==> config.mk <==
export PLATFORM = sky130hd
export DESIGN_NAME = tdm_codec_if
export DESIGN_NICKNAME = d
export VERILOG_FILES = /design/src/rtl/tdm_codec_if.sv
export SDC_FILE = /design/constraint.sdc
export NUM_CORES = 1
export LEC_CHECK = 0
export ABC_AREA = 1
export CAP_MARGIN = 20
export CORE_UTILIZATION = 31
export CTS_CLUSTER_SIZE = 14
export DETAILED_ROUTE_END_ITERATION = 16
export PLACE_DENSITY_LB_ADDON = 0.08
export SETUP_SLACK_MARGIN = 0.05
export SLEW_MARGIN = 0
export SYNTH_ARGS = -nofsm -noshare
export SYNTH_HDL_FRONTEND = slang
export SYNTH_SLANG_ARGS = --single-unit
export TNS_END_PERCENT = 5
==> constraint.sdc <==
create_clock -name clk_256fs -period 1.6 [get_ports clk_256fs]
set_clock_uncertainty 0.15 [all_clocks]
set_input_delay 0.32 -clock clk_256fs [delete_from_list [all_inputs] [get_ports clk_256fs]]
set_output_delay 0.32 -clock clk_256fs [all_outputs]
set_load 0.02 [all_outputs]
==> src/rtl/tdm_codec_if.sv <==
// -----------------------------------------------------------------------------
// tdm_codec_if
//
// Codec-side 4-slot TDM serial interface running on the 256 x fs system clock.
// It generates the bit clock and the frame clock for the codec. It serialises
// four DAC samples onto sdout and deserialises four ADC samples from sdin.
// Parallel ADC samples are published once per frame together with a one-cycle
// sample_valid strobe.
//
// Frame layout: 256 clk_256fs cycles carry 128 bits, in 4 slots of 32 bits.
// Each sample is MSB first and left-justified in its slot. Slot bits k >= W are
// driven as 0 on sdout and are ignored on sdin.
//
// Parameters:
//   W             sample width in bits, 1..32 (two's complement)
//
// Ports:
//   clk_256fs     in   system clock, 256 x fs
//   rst           in   synchronous active-high reset
//   bick          out  TDM bit clock, clk_256fs / 2
//   lrck          out  frame clock, high for slots 0-1, low for slots 2-3
//   sdout         out  serial DAC data, changes when bick falls
//   sdin          in   serial ADC data, sampled when bick rises
//   sample_in0..3 in   DAC samples for slots 0..3, latched at frame start
//   sample_out0..3 out ADC samples for slots 0..3
//   sample_valid  out  one-cycle strobe, sample_out0..3 updated
//
// Build option:
//   TDM_LOOPBACK_EN  when defined, the deserialiser captures the registered
//                    sdout value instead of sdin. The sdout pin keeps working.
// -----------------------------------------------------------------------------
module tdm_codec_if #(
  parameter int W = 16
) (
  input  logic         clk_256fs,
  input  logic         rst,
  output logic         bick,
  output logic         lrck,
  output logic         sdout,
  input  logic         sdin,
  input  logic [W-1:0] sample_in0,
  input  logic [W-1:0] sample_in1,
  input  logic [W-1:0] sample_in2,
  input  logic [W-1:0] sample_in3,
  output logic [W-1:0] sample_out0,
  output logic [W-1:0] sample_out1,
  output logic [W-1:0] sample_out2,
  output logic [W-1:0] sample_out3,
  output logic         sample_valid
);

  // Frame position: cnt = {slot[1:0], bit_in_slot[4:0], half_bit}
  logic [7:0]   cnt_q;
  logic [1:0]   slot;
  logic [4:0]   bit_k;
  logic         k_in_w;
  logic         wrap;

  logic         bick_q;
  logic         lrck_q;
  logic         sdout_q;
  logic         sdout_d;
  logic         sample_valid_q;
  logic         ser_src;

  logic [W-1:0] sample_in_w    [4];
  logic [W-1:0] dac_shadow_q   [4];
  logic [W-1:0] adc_shift_q    [4];
  logic [W-1:0] adc_shift_d    [4];
  logic [W-1:0] sample_out_q   [4];
  logic [W-1:0] dac_sel;

  assign slot   = cnt_q[7:6];
  assign bit_k  = cnt_q[5:1];
  assign k_in_w = (32'(bit_k) < W);
  assign wrap   = (cnt_q == 8'hFF);

  assign sample_in_w[0] = sample_in0;
  assign sample_in_w[1] = sample_in1;
  assign sample_in_w[2] = sample_in2;
  assign sample_in_w[3] = sample_in3;

  // Shifting left by k brings sample bit W-1-k to the MSB position, which
  // avoids a variable bit index that could go negative for k >= W.
  assign dac_sel = dac_shadow_q[slot] << bit_k;

`ifdef TDM_LOOPBACK_EN
  // sdout_q already holds the current bit by the time bick rises.
  assign ser_src = sdout_q;
`else
  assign ser_src = sdin;
`endif

  always_comb begin
    // NOTE: every combinational output gets a default first, so no path leaves
    // it unassigned and no latch is inferred.
    sdout_d     = 1'b0;
    adc_shift_d = adc_shift_q;
    if (k_in_w) begin
      sdout_d = dac_sel[W-1];
    end
    // Odd cnt is the edge that drives bick 0->1, which is where sdin is sampled.
    if (cnt_q[0] && k_in_w) begin
      adc_shift_d[slot] = (adc_shift_q[slot] << 1) | W'(ser_src);
    end
  end

  always_ff @(posedge clk_256fs) begin
    if (rst) begin
      cnt_q          <= 8'd0;
      bick_q         <= 1'b0;
      lrck_q         <= 1'b0;
      sdout_q        <= 1'b0;
      sample_valid_q <= 1'b0;
      // NOTE: these small register arrays are reset on purpose. A reset in the
      // middle of a frame must discard both the partial frame and old samples.
      for (int i = 0; i < 4; i++) begin
        dac_shadow_q[i] <= '0;
        adc_shift_q[i]  <= '0;
        sample_out_q[i] <= '0;
      end
    end else begin
      // NOTE: sequential state uses non-blocking assignments only, so every
      // register here sees the pre-edge value of cnt_q.
      cnt_q          <= cnt_q + 8'd1;
      bick_q         <= cnt_q[0];
      lrck_q         <= ~cnt_q[7];
      sample_valid_q <= wrap;
      adc_shift_q    <= adc_shift_d;
      // Even cnt drives bick 1->0. sdout only moves on that edge.
      if (!cnt_q[0]) begin
        sdout_q <= sdout_d;
      end
      // The wrap edge also samples bit 127. Publishing adc_shift_d keeps that
      // bit in this frame's result when W = 32.
      if (wrap) begin
        dac_shadow_q <= sample_in_w;
        sample_out_q <= adc_shift_d;
      end
    end
  end

  assign bick         = bick_q;
  assign lrck         = lrck_q;
  assign sdout        = sdout_q;
  assign sample_valid = sample_valid_q;
  assign sample_out0  = sample_out_q[0];
  assign sample_out1  = sample_out_q[1];
  assign sample_out2  = sample_out_q[2];
  assign sample_out3  = sample_out_q[3];

endmodule
==> impl_results.md <==
- Total Nets Final: 1427
- CP Max Fanout: 10
- Initial antenna violation count: 0
- Post-route insts no fill: 1716
- Detailed router's first-iteration violation count: 517
- Port buffer count: 134
- Cell row count: 60
- Footprint of the multi-input gates: 3918 µm²
- GRT Total Usage: 0.1849
- Netlist Area Pre-Place: 8542 µm²
- Yosys reg bits: 204
- Fin crit share: 1.205
- Buf+Inv Stages, Crit Path: 4
- Vias in the first global route: 7540
- Final Setup Violations: 167
- First-pass GRT wire length: 41.44 mm
- Sequential fraction of the synthesis area: 0.4781
- Warnings, synthesis: 0
- Full die area: 28220 µm²
- Fillcell total: 2833
- Max Freq: 518.8 MHz
- Relative slew slack: 0.7310
- Slowest stage delay, CP: 350 ps
- FF+latch area: 4098 µm²
- Initial Util: 0.3161
- Worst EP arrival: 2230 ps
- CTS Hold Bufs: 0
- CTS sink count: 204
- Met3 Usage GRT: 0.03009
- Average wire per standard cell: 15.85 µm
- Post-DRT Antenna Nets: 0
- Die Y: 168.0 µm
- Setup crit end kind: flip-flop
- Fin area: 11820 µm²
- RSZ-0062 raised after global routing: yes
- Max_cap viols: 0
- CTS tree: built
- Number of antenna diodes: 0
- Num CTS Buffers: 24
- Leakage: 0.005163 µW
- DR vias/cell: 4.659
- RD Place Congestion: 0.8010
- M1 GR Usage: 0.2665
- Hold Path Class: input pin to flip-flop
- Worst Setup SP: cnt_q[0]
- Required @ worst endpoint: 1900 ps
- Most frequent cells in the layout: nor2_1, dfxtp_1, nand2_1
- Cell family with most CP delay: simple AND/OR/NAND/NOR gates
- Boundary Pins: 135
- Cells along the critical path: ha_4 -> nand2_4 -> nor2_4 -> nand2_2 -> nor2_2 -> inv_2 -> nor2_8 -> buf_12 -> buf_4 -> clkbuf_16 -> o21ai_0 -> nor2_1
- FF-to-FF Start: cnt_q[0]
- Complex-gate fraction of the synthesized area: 0.1772
- Placed Area: 10640 µm²
- Top_reg_cell synth: dfxtp_1
- H-tree Lvls: 1
- XOR/XNOR Fraction of Synth Area: 0
- Post-Syn Nets: 1255
- Cells after DPL: 1661
- Largest family of logic cells by synthesized area: simple AND/OR/NAND/NOR gates
- Pre-CTS setup slack: -431.8 ps
- Status: finished, violations left
- CTS Root Cell: clkbuf_16
- PwrDens: 910.0 nW/µm²
- Final critical-path required period: 1927 ps
- Async SR Flop Fraction: 0
- Final WL: 27.20 mm
- Adder-Cell Fraction of Synth Area: 0.001465
- Post-synthesis simple-gate area fraction: 0.2330
- Syn_area_per_cell: 7.196 µm²
- Worst-Skew Late Latency: 520 ps
- DR vias: 7994
- Crit path kind: flip-flop to flip-flop
- GRT overflow: 0
- Failing checks: setup timing
- Cells after Synth: 1187
- Gr busiest metal: met2
- First drt pass iteration count: 5
- Die width: 168.0 µm
- Largest net degree at the start of global routing: 66
- Hold Crit Start: rst
- Count of cell types in the netlist: 30
- CP max-delay cell: dfxtp_2
- # DRC: 0
- EDFF count, synth: 0
- Share of cells above drive strength 1: 0.2269
- Reg clk slew, reported paths: 60 ps
- Global routing usage on met2: 0.2875
- Final hold viol count: 0
- Core ar.: 27030 µm²
- Worst setup SP type: flip-flop
- Area grow syn2layout: 38.42%
- Mux contribution to synthesized area: 0.001172
- Dpl hpwl: 17.38 mm
- Clock tree buffer depth: 3
- Worst slew pin tran: 403.4 ps
- Final Max Slew Viols: 0
- VDD IR-drop max: 0.6617 mV
- Commonest non-fill, non-tap cell in the layout: nor2_1
- Worst Setup Slack, final: -327.4 ps
==> logic make-up (layout without fill, tap and decap cells) <==
family,count (synthesis),in the layout
simple gates,498,498
compound gates,271,271
buf+inv,212,400
flops,204,204
fa+ha+maj,1,1
mux,1,1
==> through the flow <==
| step | hold WS (ps) | utilization | power, µW | setup TNS (ps) |
|---|---|---|---|---|
| 2_1_floorplan | 274.4 | - | 5391 | -6170 |
| 3_3_place_gp | 285.4 | 0.3937 | 5684 | -41890 |
| 3_5_place_dp | 291.8 | 0.3937 | 5682 | -48780 |
| 4_1_cts | 151.8 | 0.4211 | 10880 | -31090 |
| 5_1_grt | 166.5 | 0.4375 | 11150 | -46370 |
| 6_report | 163.8 | 0.4375 | 10760 | -30280 |
==> registers in the layout (all words and copies together), names as in the netlist <==
name	flops
sample_out0	16
lrck	1
bick	1
sample_out1	16
cnt_q	8
sample_out2	16
sample_out3	16
sdout	1
adc_shift_q	64
sample_valid	1
dac_shadow_q	64
==> layer usage <==
| metal | vias up | share of wire |
|---|---|---|
| li1 | 4100 | - |
| met1 | 3692 | 0.51 |
| met2 | 176 | 0.43 |
| met3 | 26 | 0.047 |
| met4 | 0 | 0.014 |
| met5 | - | 0 |
==> repair_timing <==
action	CTS	global route
setup endpoints to repair	265	210
gates resized for setup	392	83
setup buffers	0	3
cloned	2	8
pin swaps	7	9
==> power breakdown <==
group	internal (µW)	total (µW)	switching [µW]
sequential	5090	5100	12.1
clock	3040	5160	2120
combinational	252	496	244
==> cell type report <==
type                       instances  share of cell area
clock inverter                     3            0.001270
inverter                         135             0.04561
tap                              341             0.03608
timing repair buffer             223              0.1784
multi-input combinational        771              0.3313
sequential                       204              0.3466
clock buffer                      39             0.06074
==> worst reg2reg max path, delay by kind of cell, from the launching register on <==
kind | cells | cell delay, ps
buffers and inverters | 4 | 560
adders and majority gates | 1 | 150
AOI/OAI and AO/OA | 1 | 80
and+or+nand+nor | 6 | 570
DFF | 1 | 350
==> Yosys cell counts, types with 3 or more instances <==
cell / n / area (µm²)
a211oi_2: 14 / 175.2
inv_1: 126 / 473.0
a21oi_2: 3 / 26.28
nand3_1: 32 / 160.2
o21ai_1: 45 / 225.2
buf_4: 10 / 75.07
nor3_1: 4 / 20.02
buf_1: 4 / 15.01
dfxtp_1: 204 / 4084
o211ai_1: 15 / 112.6
nand2_4: 3 / 33.78
buf_2: 17 / 85.08
and2_1: 12 / 75.07
buf_6: 9 / 101.4
o21ai_0: 133 / 665.6
inv_2: 6 / 22.52
clkbuf_2: 3 / 15.01
a21oi_1: 59 / 295.3
nor2_1: 238 / 893.4
nand2_1: 205 / 769.5
clkbuf_1: 34 / 127.6
==> worst paths after layout <==
kind / slack [ps] / cells after the start / to
worst max register to register: -330 / 12 / dac_shadow_q[15]
worst min register to register: 290 / 2 / dac_shadow_q[25]
worst min-delay path: 160 / 3 / adc_shift_q[18]
worst max-delay path: -330 / 12 / dac_shadow_q[15]
Note: power is estimated with default switching activity, not from simulation.
